[src/rtl/pagerank_pkg.sv]
// pagerank_pkg: shared state encoding and sizing helpers
// for the PageRank iteration scheduler.
package pagerank_pkg;

    localparam int DATA_W = 64;

    typedef enum logic [2:0] {
        IDLE,
        CLEAR,
        LAUNCH,
        ARB,
        GRANT,
        DRAIN,
        WAIT,
        EVAL
    } sched_state_t;

    function automatic int sel_width(input int n);
        return (n > 1) ? $clog2(n) : 1;
    endfunction

endpackage

[src/rtl/pagerank_iteration_scheduler_rr_arbiter.sv]
// Round-robin pick: first requesting, unmasked thread at or
// above ptr, wrapping; purely combinational.
module pagerank_iteration_scheduler_rr_arbiter
    import pagerank_pkg::*;
#(
    parameter int N     = 8,
    parameter int SEL_W = sel_width(N)
) (
    input  logic [N-1:0]     req_i,
    input  logic [N-1:0]     mask_i,
    input  logic [SEL_W-1:0] ptr_i,
    output logic [N-1:0]     grant_o,
    output logic [SEL_W-1:0] sel_o,
    output logic             valid_o
);

    logic [2*N-1:0] dbl;

    // Doubled vector turns the wrap-around search into a linear scan.
    assign dbl = {req_i & ~mask_i, req_i & ~mask_i};

    always_comb begin
        grant_o = '0;
        sel_o   = '0;
        valid_o = 1'b0;
        for (int i = 0; i < 2 * N; i++) begin
            if (!valid_o && dbl[i] &&
                i >= int'(ptr_i) && i < int'(ptr_i) + N) begin
                grant_o[i % N] = 1'b1;
                sel_o          = SEL_W'(i % N);
                valid_o        = 1'b1;
            end
        end
    end

endmodule

[src/rtl/pagerank_iteration_scheduler.sv]
// Sequences PageRank iterations: launches the partition engines, shares the
// serial final stage round-robin, then checks delta against epsilon.
module pagerank_iteration_scheduler
    import pagerank_pkg::*;
#(
    parameter int NUM_HW_THREADS = 8,
    parameter int ITER_W         = 16,
    parameter int DATA_W         = pagerank_pkg::DATA_W
) (
    input  logic                                   clock_i,
    input  logic                                   reset_n_i,
    input  logic                                   start_i,
    input  logic [DATA_W-1:0]                      epsilon_i,
    input  logic [ITER_W-1:0]                      max_iters_i,
    input  logic [NUM_HW_THREADS-1:0]              thread_req_i,
    input  logic [NUM_HW_THREADS-1:0]              thread_last_i,
    output logic [NUM_HW_THREADS-1:0]              thread_grant_o,
    output logic [sel_width(NUM_HW_THREADS)-1:0]   thread_sel_o,
    output logic                                   dmp_start_o,
    output logic                                   stream_start_o,
    output logic                                   stream_done_o,
    output logic                                   final_clear_o,
    input  logic                                   final_complete_i,
    input  logic [DATA_W-1:0]                      delta_i,
    output logic [ITER_W-1:0]                      iter_count_o,
    output logic                                   busy_o,
    output logic                                   done_o,
    output logic                                   converged_o
);

    localparam int SEL_W = sel_width(NUM_HW_THREADS);
    localparam int CW    = ITER_W + 1;

    sched_state_t              state_q, state_d;
    logic [NUM_HW_THREADS-1:0] served_q, served_d;
    logic [NUM_HW_THREADS-1:0] grant_q, grant_d;
    logic [SEL_W-1:0]          ptr_q, ptr_d;
    logic [SEL_W-1:0]          sel_q, sel_d;
    logic                      first_q, first_d;
    logic [DATA_W-1:0]         eps_q, eps_d;
    logic [DATA_W-1:0]         delta_q, delta_d;
    logic [ITER_W-1:0]         max_q, max_d;
    logic [ITER_W-1:0]         iter_q, iter_d;
    logic                      done_q, done_d;
    logic                      conv_q, conv_d;

    logic [NUM_HW_THREADS-1:0] arb_grant;
    logic [SEL_W-1:0]          arb_sel;
    logic                      arb_valid;

    pagerank_iteration_scheduler_rr_arbiter #(
        .N     (NUM_HW_THREADS),
        .SEL_W (SEL_W)
    ) u_arb (
        .req_i   (thread_req_i),
        .mask_i  (served_q),
        .ptr_i   (ptr_q),
        .grant_o (arb_grant),
        .sel_o   (arb_sel),
        .valid_o (arb_valid)
    );

    always_comb begin
        state_d  = state_q;
        served_d = served_q;
        grant_d  = grant_q;
        ptr_d    = ptr_q;
        sel_d    = sel_q;
        first_d  = first_q;
        eps_d    = eps_q;
        delta_d  = delta_q;
        max_d    = max_q;
        iter_d   = iter_q;
        done_d   = done_q;
        conv_d   = conv_q;
        unique case (state_q)
            IDLE: begin
                if (start_i) begin
                    eps_d   = epsilon_i;
                    max_d   = (max_iters_i == '0) ? ITER_W'(1) : max_iters_i;
                    done_d  = 1'b0;
                    conv_d  = 1'b0;
                    iter_d  = '0;
                    state_d = CLEAR;
                end
            end
            CLEAR:  state_d = LAUNCH;
            LAUNCH: begin
                served_d = '0;
                first_d  = 1'b1;
                state_d  = ARB;
            end
            ARB: begin
                if (arb_valid) begin
                    grant_d = arb_grant;
                    sel_d   = arb_sel;
                    state_d = GRANT;
                end
            end
            GRANT: begin
                first_d = 1'b0;
                if (thread_last_i[sel_q]) begin
                    served_d = served_q | grant_q;
                    ptr_d    = (sel_q == SEL_W'(NUM_HW_THREADS - 1)) ?
                               '0 : sel_q + 1'b1;
                    grant_d  = '0;
                    sel_d    = '0;
                    state_d  = (served_d == '1) ? DRAIN : ARB;
                end
            end
            DRAIN: state_d = WAIT;
            WAIT: begin
                if (final_complete_i) begin
                    delta_d = delta_i;
                    state_d = EVAL;
                end
            end
            EVAL: begin
                if (iter_q != '1) iter_d = iter_q + 1'b1;
                if (delta_q < eps_q) begin
                    conv_d  = 1'b1;
                    done_d  = 1'b1;
                    state_d = IDLE;
                end else if (CW'(iter_q) + CW'(1) == CW'(max_q)) begin
                    done_d  = 1'b1;
                    state_d = IDLE;
                end else begin
                    state_d = CLEAR;
                end
            end
            default: state_d = IDLE;
        endcase
    end

    always_ff @(posedge clock_i or negedge reset_n_i) begin
        if (!reset_n_i) begin
            state_q  <= IDLE;
            served_q <= '0;
            grant_q  <= '0;
            ptr_q    <= '0;
            sel_q    <= '0;
            first_q  <= 1'b0;
            eps_q    <= '0;
            delta_q  <= '0;
            max_q    <= '0;
            iter_q   <= '0;
            done_q   <= 1'b0;
            conv_q   <= 1'b0;
        end else begin
            state_q  <= state_d;
            served_q <= served_d;
            grant_q  <= grant_d;
            ptr_q    <= ptr_d;
            sel_q    <= sel_d;
            first_q  <= first_d;
            eps_q    <= eps_d;
            delta_q  <= delta_d;
            max_q    <= max_d;
            iter_q   <= iter_d;
            done_q   <= done_d;
            conv_q   <= conv_d;
        end
    end

    assign thread_grant_o = grant_q;
    assign thread_sel_o   = sel_q;
    assign dmp_start_o    = (state_q == LAUNCH);
    assign stream_start_o = (state_q == GRANT) && first_q;
    assign stream_done_o  = (state_q == DRAIN);
    assign final_clear_o  = (state_q == CLEAR);
    assign iter_count_o   = iter_q;
    assign busy_o         = (state_q != IDLE);
    assign done_o         = done_q;
    assign converged_o    = conv_q;

endmodule

[config.mk]
export PLATFORM = sky130hd
export DESIGN_NAME = pagerank_iteration_scheduler
export DESIGN_NICKNAME = d
export VERILOG_FILES = /design/src/rtl/pagerank_pkg.sv /design/src/rtl/pagerank_iteration_scheduler_rr_arbiter.sv /design/src/rtl/pagerank_iteration_scheduler.sv
export SDC_FILE = /design/constraint.sdc
export NUM_CORES = 1
export LEC_CHECK = 0
export BUFFER_PORTS_ARGS = -buffer_cell sky130_fd_sc_hd__buf_2
export CAP_MARGIN = 20
export CORE_MARGIN = 3
export CORE_UTILIZATION = 51
export CTS_BUF_LIST = sky130_fd_sc_hd__clkbuf_2 sky130_fd_sc_hd__clkbuf_4 sky130_fd_sc_hd__clkbuf_8
export DETAILED_ROUTE_END_ITERATION = 7
export GPL_ROUTABILITY_DRIVEN = 0
export GPL_TIMING_DRIVEN = 1
export PLACE_DENSITY_LB_ADDON = 0.2
export SETUP_SLACK_MARGIN = 0.15
export SLEW_MARGIN = 15
export SYNTH_ARGS = -nofsm -noshare
export SYNTH_HDL_FRONTEND = slang
export SYNTH_HIERARCHICAL = 1
export SYNTH_SLANG_ARGS = --single-unit
[constraint.sdc]
create_clock -name clock_i -period 3.9 [get_ports clock_i]
set_input_delay 0.78 -clock clock_i [delete_from_list [all_inputs] [get_ports clock_i]]
set_output_delay 0.78 -clock clock_i [all_outputs]
set_load 0.02 [all_outputs]
==> impl_metrics.env, run 1 <==
export IMPL_final_common_cell="buf_2"
export IMPL_p_per_area_nw_per_um2=726.2
export IMPL_cts_htree_levels=4
export IMPL_syn_inst=1006
export IMPL_synth_cell_types=64
export IMPL_max_stage_delay_ns=0.63
export IMPL_critPathMaxFanout=22
export IMPL_grt_remaining_overflow=0
export IMPL_grt_pass1_vias=7569
export IMPL_die_x_um=144.7
export IMPL_finClkSkew_ns=0.02215
export IMPL_pwr_share_clk_pct=14.6
export IMPL_drc_errors=0
export IMPL_tns_ns=0
export IMPL_critPathLaunchType="flip-flop"
export IMPL_io_pin_count=198
export IMPL_numPortBuffers=197
export IMPL_cts_buffer_depth=2
export IMPL_ant_nets=0
export IMPL_start_util_pct=52.13
export IMPL_path_delay_family="simple AND/OR/NAND/NOR gates"
export IMPL_fin_crit_sh_pct=69.32
export IMPL_postSynthAreaPerCell_um2=9.758
export IMPL_clkSinkCount=188
export IMPL_hold_buffers=0
export IMPL_core_um2=18830
export IMPL_setup_viol=0
export IMPL_final_nets=1413
export IMPL_cpMaxStageDelayCell="dfrtp_1"
export IMPL_antenna_found_initial=4
export IMPL_post_drt_via_cell_ratio=5.258
export IMPL_total_power_mw=8.270
export IMPL_post_cts_buffers=0
export IMPL_post_route_util_pct=60.47
export IMPL_ys_ff_latch=188
export IMPL_vias=7655
export IMPL_cp_startpoint="ptr_q[2]$_DFFE_PN0P_"
export IMPL_slew_headroom_pct=41.60
export IMPL_clkSlewWorstSetupHoldPaths_ns=0.11
export IMPL_period_needed_ns=2.704
export IMPL_worst_slew_pin_slew_ns=0.8760
export IMPL_synth_warnings=6
export IMPL_r2r_start="ptr_q[2]$_DFFE_PN0P_"
export IMPL_worstSetupPathType="reg -> reg"
export IMPL_grt_max_degree=92
export IMPL_dp_hpwl_um=16370
export IMPL_holdWs_ns=0.3519
export IMPL_die_area_um2=20950
export IMPL_swShare_pct=39.98
export IMPL_report_final_hold_viol_count=0
export IMPL_peakVddDrop_v=0.0003042
export IMPL_grt_setup_unrepaired="no"
export IMPL_grt_pass1_wl_um=36510
export IMPL_cap_violations=0
export IMPL_status="complete, no violations"
export IMPL_area_delta_synth_final_pct=16.00
export IMPL_drive_gt1_share_pct=26.67
export IMPL_async_flop_share_pct=100.0
export IMPL_synth_area_um2=9817
export IMPL_yosysSeqAreaShare_pct=47.92
export IMPL_cts_resized=0
export IMPL_p_leak_nw=5.460
export IMPL_maxSlewViolCount=0
export IMPL_crit_top_cell="nand2_1"
export IMPL_clockRootBuffer="clkbuf_8"
export IMPL_fmax_mhz=369.9
export IMPL_synthFlopType="dfrtp_1"
export IMPL_drtIter0Drc=322
export IMPL_drt_total_wl_um=22230
export IMPL_end_kind="flip-flop"
export IMPL_comb_power_share_pct=44.3
export IMPL_final_cell_mix="buf_2 (196), dfrtp_1 (188), nand2_1 (181)"
export IMPL_cp_required_ns=4.22
export IMPL_rows=50
export IMPL_clk_latency_ns=0.46
export IMPL_path_buf_inv=0
export IMPL_dieHeight_um=144.7
export IMPL_p_seq_share_pct=41.1
export IMPL_internal_power_mw=4.964
export IMPL_numCtsBuffers=17
export IMPL_cts_tree="yes"
export IMPL_worstPathArrival_ns=3.03
export IMPL_n_antenna_cell=0
export IMPL_synth_edf_count=0
export IMPL_p_switching_mw=3.306
export IMPL_dr_pass1_iters=5
export IMPL_wl_per_cell_um=15.27
export IMPL_path_cells="o21ai_1 -> nor2b_1 -> nor4_4 -> nand2_1 -> nand2_1 -> o22a_1 -> o21ai_0"
export IMPL_synthesis_nets=1236
export IMPL_min_path_type="in -> async"
export IMPL_grtUsageTotal_pct=21.69
[cell families (layout without fill, tap and decap cells)]
family	after synthesis	in the layout	synth area share, %
multiplexers	69	69	8.131
buffers and inverters	115	305	4.678
adder cells (fa/ha/maj)	66	66	8.412
AO/OA/AOI/OAI	212	212	12.73
AND/OR/NAND/NOR	330	330	15.80
XOR/XNOR	26	26	2.320
flip-flops	188	188	47.92
[worst paths after layout]
check / to / slack (ns) / cells past startpoint
min: iter_count_o[3]$_DFFE_PN0P_ / 0.35 / 1
max: thread_grant_o[0]$_DFFE_PN0P_ / 1.20 / 7
min in group clock_i: converged_o$_DFFE_PN0P_ / 0.47 / 2
min reg2reg: converged_o$_DFFE_PN0P_ / 0.47 / 2
max reg2reg: thread_grant_o[0]$_DFFE_PN0P_ / 1.20 / 7
max in group asynchronous: delta_q[4]$_DFFE_PN0P_ / 2.75 / 2
[power groups by stage]
stage	registers, mW	clock network (mW)	logic (mW)
5_1_grt	3.51	1.33	4.27
2_1_floorplan	3.30	0	2.82
3_3_place_gp	3.40	0	3.56
6_report	3.40	1.21	3.67
3_5_place_dp	3.44	0	3.69
4_1_cts	3.40	1.25	3.72
[sequential cells by signal, indices dropped and copies added (netlist names)]
signal,count
delta_q,64
eps_q,64
iter_count_o,16
max_q,16
served_q,8
thread_grant_o,8
ptr_q,3
state_q,3
thread_sel_o,3
converged_o,1
done_o,1
first_q,1
[final cells by class]
| type | instances | area [µm²] |
|---|---|---|
| repair buffers | 203 | 1077 |
| flip-flops and latches | 188 | 4705 |
| well taps | 260 | 325.3 |
| fillers | 1647 | 7443 |
| clock buffers | 21 | 276.5 |
| multi-input cells | 703 | 4656 |
| clock inverters | 11 | 85.08 |
| inverters | 70 | 262.8 |
[synthesized netlist by cell type (4+ instances only)]
cell type	n	area, µm²
clkbuf_1	36	135.1
nor4_1	10	62.56
ha_1	66	825.8
dfrtp_1	188	4705
a21oi_1	43	215.2
buf_4	4	30.03
inv_1	70	262.8
o31ai_1	8	60.06
o21ai_0	114	570.6
nor2_1	48	180.2
a211oi_1	6	45.04
buf_2	4	20.02
nand4_1	12	75.07
nand2b_1	12	75.07
nand2_1	181	679.4
nand3_1	20	100.1
mux2_2	66	743.2
xor2_1	9	78.83
o22ai_1	6	37.54
and4_1	7	61.31
xnor2_1	17	148.9
nor3_1	15	75.07
o41ai_1	4	35.03
[layer usage]
| layer | global-route usage, % | share of wire [%] |
|---|---|---|
| met4 | 6.431 | 1.2 |
| met5 | 0 | 0.20 |
| met1 | 28.91 | 44 |
| met2 | 35.63 | 49 |
| met3 | 4.864 | 6.0 |
[metrics by stage]
stage / instances / setup slack, ns / area [µm²]
final: 1456 / 1.196 / 11390
after floorplan: 1006 / 1.467 / 9817
after detailed placement: 1424 / 0.9700 / 11030
after global routing: 1456 / 0.9406 / 11390
after global placement: 1424 / 1.088 / 11030
after CTS: 1456 / 1.200 / 11390
Note: power is estimated with default switching activity, not from simulation.
==> inputs of run 2 (changes only) <==
clock period = 2.8 ns   (was 3.9 ns; I/O delays follow)
==> run 2 against run 1 <==
Compared with the run above:
- combinational power grew 41%
- core utilization grew 0.88 points
- non-clock buffer count grew 10
- sequential power grew 38%
- die area is the same
- critical path depth grew 1
- global-route usage is essentially flat
==> impl_metrics.env, run 2 (synthesis gave the netlist of run 1 again) <==
export IMPL_antenna_found_initial=4
export IMPL_comb_power_share_pct=44.1
export IMPL_clockRootBuffer="clkbuf_8"
export IMPL_dieHeight_um=144.7
export IMPL_finClkSkew_ns=0.01195
export IMPL_report_final_hold_viol_count=0
export IMPL_setup_viol=0
export IMPL_cts_buffer_depth=2
export IMPL_worst_slew_pin_slew_ns=0.6346
export IMPL_peakVddDrop_v=0.0004858
export IMPL_grt_pass1_vias=7715
export IMPL_numPortBuffers=197
export IMPL_worstSetupPathType="reg -> reg"
export IMPL_clk_latency_ns=0.46
export IMPL_final_nets=1423
export IMPL_final_common_cell="buf_2"
export IMPL_dp_slack_ns=0.3558
export IMPL_tns_ns=0
export IMPL_dr_pass1_iters=5
export IMPL_clkSinkCount=188
export IMPL_critPathMaxFanout=3
export IMPL_period_needed_ns=2.395
export IMPL_swShare_pct=39.15
export IMPL_die_x_um=144.7
export IMPL_cp_required_ns=3.17
export IMPL_p_leak_nw=5.541
export IMPL_worstPathArrival_ns=2.76
export IMPL_slew_headroom_pct=57.70
export IMPL_hold_buffers=0
export IMPL_cap_violations=0
export IMPL_drtIter0Drc=315
export IMPL_grtUsageTotal_pct=21.68
export IMPL_start_util_pct=52.13
export IMPL_layout_setup_ws_ns=0.4051
export IMPL_drc_errors=0
export IMPL_area_delta_synth_final_pct=17.69
export IMPL_p_per_area_nw_per_um2=1020
export IMPL_grt_max_degree=65
export IMPL_filler_cell_count=1653
export IMPL_rows=50
export IMPL_wl_per_cell_um=15.01
export IMPL_largestRegisters="delta_q x64, eps_q x64"
export IMPL_post_drt_via_cell_ratio=5.280
export IMPL_maxSlewViolCount=0
export IMPL_post_cts_buffers=0
export IMPL_min_path_type="in -> async"
export IMPL_status="complete, no violations"
export IMPL_drt_total_wl_um=22050
export IMPL_cts_resized=0
export IMPL_numCtsBuffers=17
export IMPL_fin_crit_sh_pct=85.53
export IMPL_multi_input_area_um2=4658
export IMPL_vias=7757
export IMPL_layout_area_seq_um2=4705
export IMPL_core_um2=18830
export IMPL_cts_tree="yes"
export IMPL_final_cell_mix="buf_2 (196), dfrtp_1 (188), nand2_1 (181)"
export IMPL_end_kind="flip-flop"
export IMPL_pwr_share_clk_pct=16.0
export IMPL_clkSlewWorstSetupHoldPaths_ns=0.10
export IMPL_internal_power_mw=7.168
export IMPL_grt_setup_unrepaired="no"
export IMPL_stdcell_area_um2=11550
export IMPL_grt_pass1_wl_um=36510
export IMPL_io_pin_count=198
export IMPL_fmax_mhz=417.6
export IMPL_ant_nets=0
export IMPL_placed_cell_area_um2=11130
export IMPL_p_switching_mw=4.612
export IMPL_dp_hpwl_um=16560
export IMPL_p_seq_share_pct=39.9
export IMPL_drive_gt1_share_pct=27.36
export IMPL_die_area_um2=20950
export IMPL_critPathLaunchType="flip-flop"
export IMPL_cts_htree_levels=4
export IMPL_grt_remaining_overflow=0
-- run 2: changes by cell type in the layout (fill, tap and decap cells not counted), sizes merged --
| cell | delta |
|---|---|
| clkinv | -4 |
| diode | +3 |
| clkinvlp | -1 |
| clkbuf | -1 |
| bufinv | +2 |
| buf | +10 |
| inv | +4 |
-- run 2: area by class of cell --
cell class / count / area share [%]
clock buffer: 20 / 2.328
antenna: 3 / 0.06498
clock inverter: 12 / 1.289
multi-input combinational: 703 / 40.32
timing repair buffer: 213 / 10.19
inverter: 70 / 2.274
sequential: 188 / 40.72
tap: 260 / 2.816
-- run 2: critical path, stage by stage (launching register included) --
cell and delay [ns]:
dfrtp_1 0.39, ha_1 0.31, nand4_1 0.14, nor4_1 0.34, and4_1 0.30, nand4_1 0.13
o211ai_1 0.33, o31ai_2 0.13, o31ai_1 0.23
-- run 2: worst paths after layout --
path	slack, ns	cells after the start	startpoint	end
max in group asynchronous	2.04	2	reset_n_i	eps_q[51]$_DFFE_PN0P_
max	0.41	8	delta_q[60]$_DFFE_PN0P_	state_q[0]$_DFFE_PN0P_
min	0.06	1	reset_n_i	iter_count_o[4]$_DFFE_PN0P_
min in group clock_i	0.29	3	epsilon_i[0]	eps_q[0]$_DFFE_PN0P_
max reg2reg	0.41	8	delta_q[60]$_DFFE_PN0P_	state_q[0]$_DFFE_PN0P_
min reg2reg	0.48	2	converged_o$_DFFE_PN0P_	converged_o$_DFFE_PN0P_
-- run 2: stage by stage --
stage | cells | util [%] | hold slack [ns] | total power [mW]
after floorplan | 1006 | - | 0.2644 | 8.512
after global placement | 1434 | 59.08 | 0.4480 | 9.803
after detailed placement | 1434 | 59.08 | 0.4641 | 9.996
after CTS | 1466 | 61.30 | 0.05747 | 11.94
after global routing | 1467 | 61.33 | 0.06066 | 12.99
final | 1469 | 61.36 | 0.06413 | 11.78
-- run 2: power by group through the flow --
stage	registers, mW	clock network (mW)	logic, mW
3_3_place_gp	4.71	0	5.10
2_1_floorplan	4.59	0	3.92
5_1_grt	4.87	2.07	6.05
4_1_cts	4.70	1.96	5.28
3_5_place_dp	4.76	0	5.23
6_report	4.70	1.89	5.19
-- run 2: layer usage --
layer	track usage [%]	routed length, µm
met1	29.04	9840
met2	34.93	10660
met3	5.291	1182
met4	6.922	324
met5	0	47
